**src/rtl/core_pkg.sv**
```systemverilog
// Shared definitions for the 16-bit core issue stage: condition codes,
// memory-op encoding, PC register index and the shadow-pipeline slot record.
package core_pkg;

    typedef enum logic [1:0] {
        CC_AL = 2'b00,
        CC_S  = 2'b01,
        CC_EQ = 2'b10,
        CC_NE = 2'b11
    } cc_e;

    typedef enum logic [1:0] {
        MEM_NONE = 2'b00,
        MEM_LD   = 2'b01,
        MEM_ST   = 2'b10,
        MEM_ILL  = 2'b11   // decoded as no memory access
    } mem_e;

    localparam logic [3:0] PC_REG = 4'd15;

    // One in-flight instruction's side effects
    typedef struct packed {
        logic       v;
        logic [3:0] dest;
        logic       wr;
        logic       setz;
        logic       ld;
        logic       st;
        logic       jmp;
    } slot_t;

    typedef enum logic {
        ST_RUN   = 1'b0,
        ST_JWAIT = 1'b1
    } state_e;

endpackage

```
**src/rtl/sb_hazard_cmp.sv**
```systemverilog
// Compares one fetched request against one shadow-pipeline slot.
// Purely combinational; the top ORs one instance per slot.
module sb_hazard_cmp (
    input  logic       req_src_en,
    input  logic [3:0] req_src,
    input  logic [3:0] req_dest,
    input  logic       req_flag,   // request reads or writes Z
    input  logic       req_ld,
    input  logic       req_st,
    input  logic       slot_v,
    input  logic [3:0] slot_dest,
    input  logic       slot_wr,
    input  logic       slot_setz,
    input  logic       slot_ld,
    input  logic       slot_st,
    output logic       hazard
);

    logic raw_src, raw_dest, flag_hz, mem_hz;

    // Dest is always read as op1, so a pending write to it is a hazard
    // whether or not the request itself writes.
    always_comb begin
        raw_src  = req_src_en && slot_wr && (slot_dest == req_src);
        raw_dest = slot_wr && (slot_dest == req_dest);
        flag_hz  = req_flag && slot_setz;
        mem_hz   = (req_ld && slot_st) || (req_st && slot_ld);
        hazard   = slot_v && (raw_src || raw_dest || flag_hz || mem_hz);
    end

endmodule

```
**src/rtl/issue_scoreboard.sv**
```systemverilog
// Issue-stage interlock: shadow pipeline of in-flight side effects, hazard
// detection and jump wait sequencing between fetch and decode.
// Optional feature macro: ISSUE_STALL_CNT_EN (saturating stall counter).
module issue_scoreboard
    import core_pkg::*;
#(
    parameter int DEPTH = 4,
    parameter int NREG  = 16
) (
    input  logic            clk,
    input  logic            reset,
    input  logic            req_valid,
    output logic            req_ready,
    input  logic [3:0]      req_dest,
    input  logic [3:0]      req_src,
    input  logic            req_src_en,
    input  logic            req_wr,
    input  logic            req_setz,
    input  logic            req_usez,
    input  logic [1:0]      req_mem,
    output logic            issue_valid,
    output logic            bubble,
    output logic            redirect,
    output logic            wb_valid,
    output logic [3:0]      wb_dest,
    output logic [NREG-1:0] busy_mask,
    output logic [15:0]     stall_cnt
);

    slot_t [DEPTH-1:0] slot_q, slot_d;
    state_e            state_q, state_d;
    logic              issue_valid_q, issue_valid_d;
    logic              bubble_q, bubble_d;
    logic              redirect_q, redirect_d;
    logic [DEPTH-1:0]  hz;
    slot_t             req_slot;
    logic              fire;

    // Decode the request into slot form; illegal mem op decodes as none
    always_comb begin
        req_slot      = '0;
        req_slot.v    = 1'b1;
        req_slot.dest = req_dest;
        req_slot.wr   = req_wr;
        req_slot.setz = req_setz;
        req_slot.ld   = (req_mem == MEM_LD);
        req_slot.st   = (req_mem == MEM_ST);
        req_slot.jmp  = req_wr && (req_dest == PC_REG);
    end

    for (genvar g = 0; g < DEPTH; g++) begin : g_cmp
        sb_hazard_cmp u_cmp (
            .req_src_en (req_src_en),
            .req_src    (req_src),
            .req_dest   (req_dest),
            .req_flag   (req_usez || req_setz),
            .req_ld     (req_slot.ld),
            .req_st     (req_slot.st),
            .slot_v     (slot_q[g].v),
            .slot_dest  (slot_q[g].dest),
            .slot_wr    (slot_q[g].wr),
            .slot_setz  (slot_q[g].setz),
            .slot_ld    (slot_q[g].ld),
            .slot_st    (slot_q[g].st),
            .hazard     (hz[g])
        );
    end

    // FSM next state and ready: JWAIT holds issue until the jump reaches the last slot
    always_comb begin
        state_d    = state_q;
        redirect_d = 1'b0;
        req_ready  = 1'b0;
        case (state_q)
            ST_RUN: begin
                req_ready = ~|hz;
                if (req_valid && req_ready && req_slot.jmp)
                    state_d = ST_JWAIT;
            end
            ST_JWAIT: begin
                if (slot_q[DEPTH-1].v && slot_q[DEPTH-1].jmp) begin
                    state_d    = ST_RUN;
                    redirect_d = 1'b1;
                end
            end
            default: state_d = ST_RUN;
        endcase
    end

    assign fire = req_valid && req_ready;

    // Shadow pipeline shift: slot 0 takes the request on fire, else a bubble
    always_comb begin
        slot_d[0]     = fire ? req_slot : '0;
        for (int i = 1; i < DEPTH; i++)
            slot_d[i] = slot_q[i-1];
        issue_valid_d = fire;
        bubble_d      = !fire;
    end

    // Pipeline, FSM and stage-2 status registers
    always_ff @(posedge clk or negedge reset) begin
        if (!reset) begin
            slot_q        <= '0;
            state_q       <= ST_RUN;
            issue_valid_q <= 1'b0;
            bubble_q      <= 1'b0;
            redirect_q    <= 1'b0;
        end else begin
            slot_q        <= slot_d;
            state_q       <= state_d;
            issue_valid_q <= issue_valid_d;
            bubble_q      <= bubble_d;
            redirect_q    <= redirect_d;
        end
    end

    // Pending-writer mask and writeback view of the last slot
    always_comb begin
        busy_mask = '0;
        for (int i = 0; i < DEPTH; i++)
            if (slot_q[i].v && slot_q[i].wr)
                busy_mask[slot_q[i].dest] = 1'b1;
        wb_valid = slot_q[DEPTH-1].v && slot_q[DEPTH-1].wr;
        wb_dest  = wb_valid ? slot_q[DEPTH-1].dest : 4'd0;
    end

    assign issue_valid = issue_valid_q;
    assign bubble      = bubble_q;
    assign redirect    = redirect_q;

`ifdef ISSUE_STALL_CNT_EN
    logic [15:0] stall_cnt_q, stall_cnt_d;

    // Count cycles where a valid request is held back; saturate at all-ones
    always_comb begin
        stall_cnt_d = stall_cnt_q;
        if (req_valid && !req_ready && (stall_cnt_q != 16'hFFFF))
            stall_cnt_d = stall_cnt_q + 16'd1;
    end

    // Stall counter register
    always_ff @(posedge clk or negedge reset) begin
        if (!reset) stall_cnt_q <= '0;
        else        stall_cnt_q <= stall_cnt_d;
    end

    assign stall_cnt = stall_cnt_q;
`else
    assign stall_cnt = '0;
`endif

endmodule

```
**config.mk**
```make
export PLATFORM = sky130hd
export DESIGN_NAME = issue_scoreboard
export DESIGN_NICKNAME = d
export VERILOG_FILES = /design/src/rtl/core_pkg.sv /design/src/rtl/sb_hazard_cmp.sv /design/src/rtl/issue_scoreboard.sv
export SDC_FILE = /design/constraint.sdc
export NUM_CORES = 1
export LEC_CHECK = 0
export BUFFER_PORTS_ARGS = -buffer_cell sky130_fd_sc_hd__buf_2
export CAP_MARGIN = 5
export CORE_ASPECT_RATIO = 0.75
export CORE_MARGIN = 1.5
export CORE_UTILIZATION = 40
export DETAILED_ROUTE_END_ITERATION = 12
export GPL_TIMING_DRIVEN = 0
export PLACE_DENSITY_LB_ADDON = 0.15
export SETUP_SLACK_MARGIN = 0.5
export SLEW_MARGIN = 40
export SYNTH_ARGS = -nofsm -noshare
export SYNTH_HDL_FRONTEND = slang
export SYNTH_SLANG_ARGS = --single-unit
```
**constraint.sdc**
```tcl
create_clock -name clk -period 4.4 [get_ports clk]
set_input_delay 0.44 -clock clk [delete_from_list [all_inputs] [get_ports clk]]
set_output_delay 0.44 -clock clk [all_outputs]
set_load 0.005 [all_outputs]
```
**After elaboration in Yosys (flattened, before gate mapping)**

Index checks and enable logic that the tools add are counted.

- Bitwise gates (word level): 4
- Multiply operators: 0
- Divide/modulo/power cells: 0
- Equal/unequal tests: 11
- Reductions and logical operators: 61
- Shift-type cells: 0
- Magnitude comparators: 8
- Muxes and demuxes: 20
- $add $sub $neg: 0

Operator list:

| kind | number |
|---|---|
| 16-bit two-way mux | 4 |
| 16-bit bitwise OR | 3 |
| 1-bit logical AND | 41 |
| 4-bit == test | 8 |
| 4-bit by 5-bit < comparator with 1-bit output (second input constant) | 4 |
| 1-bit logical OR | 17 |
| 1-bit demux with 4-bit select | 4 |
| 4-bit by 1-bit greater-or-equal comparator with 1-bit output (second input constant) | 4 |
| 10-bit two-way mux | 1 |
| 1-bit two-way mux | 9 |
| 4-bit == test (second input constant) | 1 |
| 4-bit two-way mux | 1 |
| 4-bit OR reduction | 1 |
| 2-bit by 1-bit == test with 1-bit output (second input constant) | 1 |
| 2-bit == test (second input constant) | 1 |
| 1-bit zero test | 2 |
| 1-bit one-hot mux with 2 select lines | 1 |
| 1-bit inverter | 1 |

- Output and inout port bits: 41
- Memories: 0
- Bits in registers: 44
- RAM bits: 0
- Input port bits: 17
- Bits in read-only memories: 0
- Word-level logic and storage cells: 136
- Latch bits: 0

**Longest topological paths before layout**

- Depth in word-level cells: 12
- Gate-level depth with buffers: 8
- Depth with buffers taken out: 8

**Hierarchy**

A second synthesis with hierarchy kept.

- Cells, all modules: 233
- Area, all modules: 2424.8 um^2

Modules (own cells, without submodules):

| module | cells an instance | times used | area an instance (um^2) | sequential area each (um^2) |
|---|---|---|---|---|
| issue_scoreboard | 169 | 1 | 1969.4 | 1076.0 |
| sb_hazard_cmp | 16 | 4 | 113.9 | 0.0 |

**Least setup slack after synthesis**

No wires, ideal clock.

- Path type: input port to output port
- From: input port req_mem[0]
- To: output port req_ready
- Stages on the path: 6
- Required time: 3960 ps
- Data arrival time: 1731 ps
- Buffers on the path: 0
- Path slack: 2229 ps
- Cells stage by stage: nor2b_1 -> a221o_1 -> a22o_1 -> nor4_2 -> nand4_2 -> inv_2

- Longest elaborated chain between the ends: 8
- Elaborated cells between the ends (all ways): 25
- Those cells by class: 2 x eq/ne; 1 x mux; 22 x reduce/logical

Ends and longest elaborated chain:

| what | line | source |
|---|---|---|
| start, declared | issue_scoreboard.sv:20 | `input logic [1:0] req_mem,` |
| 2-bit by 1-bit == test with 1-bit output / 2-bit == test (equally long branches) | issue_scoreboard.sv:46, issue_scoreboard.sv:47 |  |
| 1-bit logical AND | sb_hazard_cmp.sv:27 | `mem_hz = (req_ld && slot_st) \|\| (req_st && slot_ld);` |
| 1-bit logical OR | sb_hazard_cmp.sv:27 |  |
| 1-bit logical OR | sb_hazard_cmp.sv:28 | `hazard = slot_v && (raw_src \|\| raw_dest \|\| flag_hz \|\| mem_hz);` |
| 1-bit logical AND | sb_hazard_cmp.sv:28 |  |
| 4-bit OR reduction * | issue_scoreboard.sv:76 | `req_ready = ~\|hz;` |
| 1-bit zero test * | issue_scoreboard.sv:76 |  |
| 1-bit two-way mux * | issue_scoreboard.sv:74 | `case (state_q)` |
| end, declared | issue_scoreboard.sv:13 | `output logic req_ready,` |

Mark *: on every way between the ends. The rest lies on a longest branch, timed or not.

**Final worst setup path**

Same ends and word-level chain as after synthesis.

==> impl_metrics.py <==
metrics = {
    "outcome": {
        "status": "complete, no violations",
    },
    "power": {
        "leakage_nw": 1.506,
        "cellPowerDensity_mw_per_mm2": 239.7,
        "total_power_mw": 0.6923,
        "peakVddDrop_uv": 151.1,
    },
    "timing": {
        "slew_headroom_pct": 58.52,
        "fin_tns_setup_ns": 0,
        "skew_ns": 0.003745,
        "fin_crit_ns": 2.642,
        "finalHoldViolCount": 0,
        "setup_viol": 0,
        "fmax_mhz": 378.6,
        "tightest_slew_ns": 0.6222,
        "rsz0062_at_grt": "false",
        "fin_crit_sh_pct": 60.03,
        "slew_violations": 0,
        "holdWs_ns": 0.1127,
    },
    "setup_path": {
        "cp.arrival_ns": 2.20,
        "crit_type": "input pin to output pin",
        "critPathLaunchType": "input pin",
        "slowest_delay_ns": 0.36,
        "r2r-start": "slot_q[38]",
        "r2r_slack_ns": 2.39,
        "cpMostUsedCell": "buf_2",
        "r2r_end": "slot_d[18]",
        "critical_path.cell_chain": "buf_2, nor2b_1, a221o_1, a22o_1, nor4_2, nand4_2, inv_2, buf_2",
        "end_kind": "output pin",
        "cp_max_fo": 10,
        "reg2regPathDepth": 7,
        "slowest_stage": "a221o_1",
        "cp.required_ns": 3.96,
    },
    "final_layout": {
        "design_area_mm2": 0.002888,
        "fin_util_pct": 49.06,
        "area_delta_synth_final_pct": 16.92,
        "multi_input_area_mm2": 0.001239,
        "antenna_cells": 0,
        "n_fill_cell": 574,
        "post_route_cells_drive_above_1_share_pct": 23.97,
        "fin_nets": 333,
        "ff_latch_area_mm2": 0.001076,
    },
    "min_path": {
        "hold_class": "input pin to asynchronous set/reset pin",
    },
    "clock_tree": {
        "clk_latency_ns": 0.30,
        "clk_path_buf_depth": 2,
        "cts.sinks": 43,
        "htree_levels": 2,
        "cts_resized": 0,
        "cts_tree": "built",
        "numCtsBuffers": 5,
        "cts_hold_buf": 0,
        "cts-root-buf": "clkbuf_8",
        "clk_pin_slew_ns": 0.08,
        "post_cts_buffers": 0,
    },
    "route": {
        "viasPerCell": 5.413,
        "routed_wl_mm": 6.392,
        "postRouteAntennaNets": 0,
        "drt_first_pass_iters": 4,
        "drc": 0,
        "drtIter0Drc": 177,
        "vias": 2138,
        "post_drt_wl_per_cell_um": 16.18,
    },
    "die": {
        "die_w_um": 93.74,
        "start_util_pct": 41.96,
        "io_pins": 58,
        "rows": 24,
        "die-area_mm2": 0.006660,
        "core_area_mm2": 0.005886,
        "die_y_um": 71.05,
    },
    "place": {
        "placed_area_mm2": 0.002806,
        "place_congestion": 0.8859,
        "port_buffers": 36,
        "dpl.hpwl_mm": 4.720,
    },
    "synthesis": {
        "async_flop_share_pct": 100.0,
        "postSynthCellCount": 258,
        "yosysSeqAreaShare_pct": 43.57,
        "ys_warn_count": 0,
        "synth_area_mm2": 0.002470,
        "ys.flop_type": "dfrtp_1",
        "ys_types": 39,
        "netlist_top_cells_count": "dfrtp_1, nand2_1, xor2_1",
        "yosysMostFrequentCell": "dfrtp_1",
        "synth_top_area_share_pct": 43.57,
        "synth_edf_count": 0,
        "synthTopCellsByArea": "dfrtp_1, xor2_1, a22oi_1",
        "syn_avg_cell_area_um2": 9.573,
        "synth_area_leader_cell": "dfrtp_1",
        "ys_seq_elements": 43,
    },
    "global_route": {
        "antenna_found_initial": 0,
        "overflow": 0,
        "grt_pass1_vias": 1904,
        "grt_pass1_wl_mm": 10.23,
        "grt_start_max_net_pins": 44,
        "grt_use_total_pct": 20.59,
    },
    "job": {
        "cap_violations": 0,
    },
}
-- how the worst max path moves through the flow --
stage	from	end	slack (ns)	cells after the start
after floorplan	req_mem[0]	req_ready	2.23	6
after global placement	req_mem[0]	req_ready	1.74	8
after detailed placement	req_mem[0]	req_ready	1.75	8
after CTS	req_mem[0]	req_ready	1.75	8
after global routing	slot_d[23]	req_ready	1.59	7
final	req_mem[0]	req_ready	1.76	8
-- cell usage in the layout (no fill, tap or decap), types with 2 or more instances in the layout --
cell type  instances
xor2_1            20
buf_4             17
clkbuf_8           5
o21ai_0            3
and3_1            13
nand3_1           12
nor3_1            10
nor2b_1            9
nand2_1           23
dfrtp_1           43
and2_1             3
a22oi_1           19
inv_1              2
xnor2_1           12
nand2b_1           4
a21oi_1            2
nor2_1            10
buf_2             48
o211ai_1           3
a221o_1            3
conb_1            16
and4_1             3
a32oi_1            2
o32ai_1            2
clkbuf_1           6
o221ai_1           3
nor4_1             3
nor3b_1            5
nand4_1            4
-- sequential cells by signal, summed over array words and instances, names as in the netlist --
name	cells
slot_d	29
state_q	1
issue_valid	1
bubble	1
redirect	1
slot_q	10
-- stage by stage --
stage	cells	setup WS, ns
after floorplan	273	2.229
after global placement	387	1.737
after detailed placement	387	1.755
after CTS	395	1.749
after global routing	395	1.585
final	395	1.758
-- cell type report --
| cell class | instances | area share (%) |
|---|---|---|
| repair buffers | 36 | 6.326 |
| multi-input cells | 194 | 42.89 |
| clock inverters | 1 | 0.1733 |
| clock buffers | 7 | 2.643 |
| flip-flops and latches | 43 | 37.26 |
| plain buffers | 33 | 6.932 |
| well taps | 78 | 3.380 |
| inverters | 3 | 0.3899 |
-- where the power goes --
part | total [mW] | internal [mW] | switching, mW
Combinational | 0.0547 | 0.0235 | 0.0312
Sequential | 0.396 | 0.395 | 0.000446
Clock | 0.242 | 0.111 | 0.130
Total | 0.692 | 0.530 | 0.162
-- metal layers --
| layer | wire [um] | track usage (%) |
|---|---|---|
| met1 | 3218 | 33.01 |
| met2 | 2649 | 27.46 |
| met3 | 474 | 5.054 |
| met4 | 51 | 4.809 |
| met5 | 0 | 0 |
-- worst max-delay path: cells and delay by family --
| kind | cells | cell delay, ns |
|---|---|---|
| AO/OA/AOI/OAI | 2 | 0.63 |
| AND/OR/NAND/NOR | 3 | 0.71 |
| buffers and inverters | 3 | 0.42 |
-- kinds of logic after synthesis --
group,synth area share (%)
compound gates,13.22
simple gates,23.15
xor+xnor,11.35
buf+inv,8.561
other cells,0.1518
flops,43.57
(Power assumes the default switching activity.)
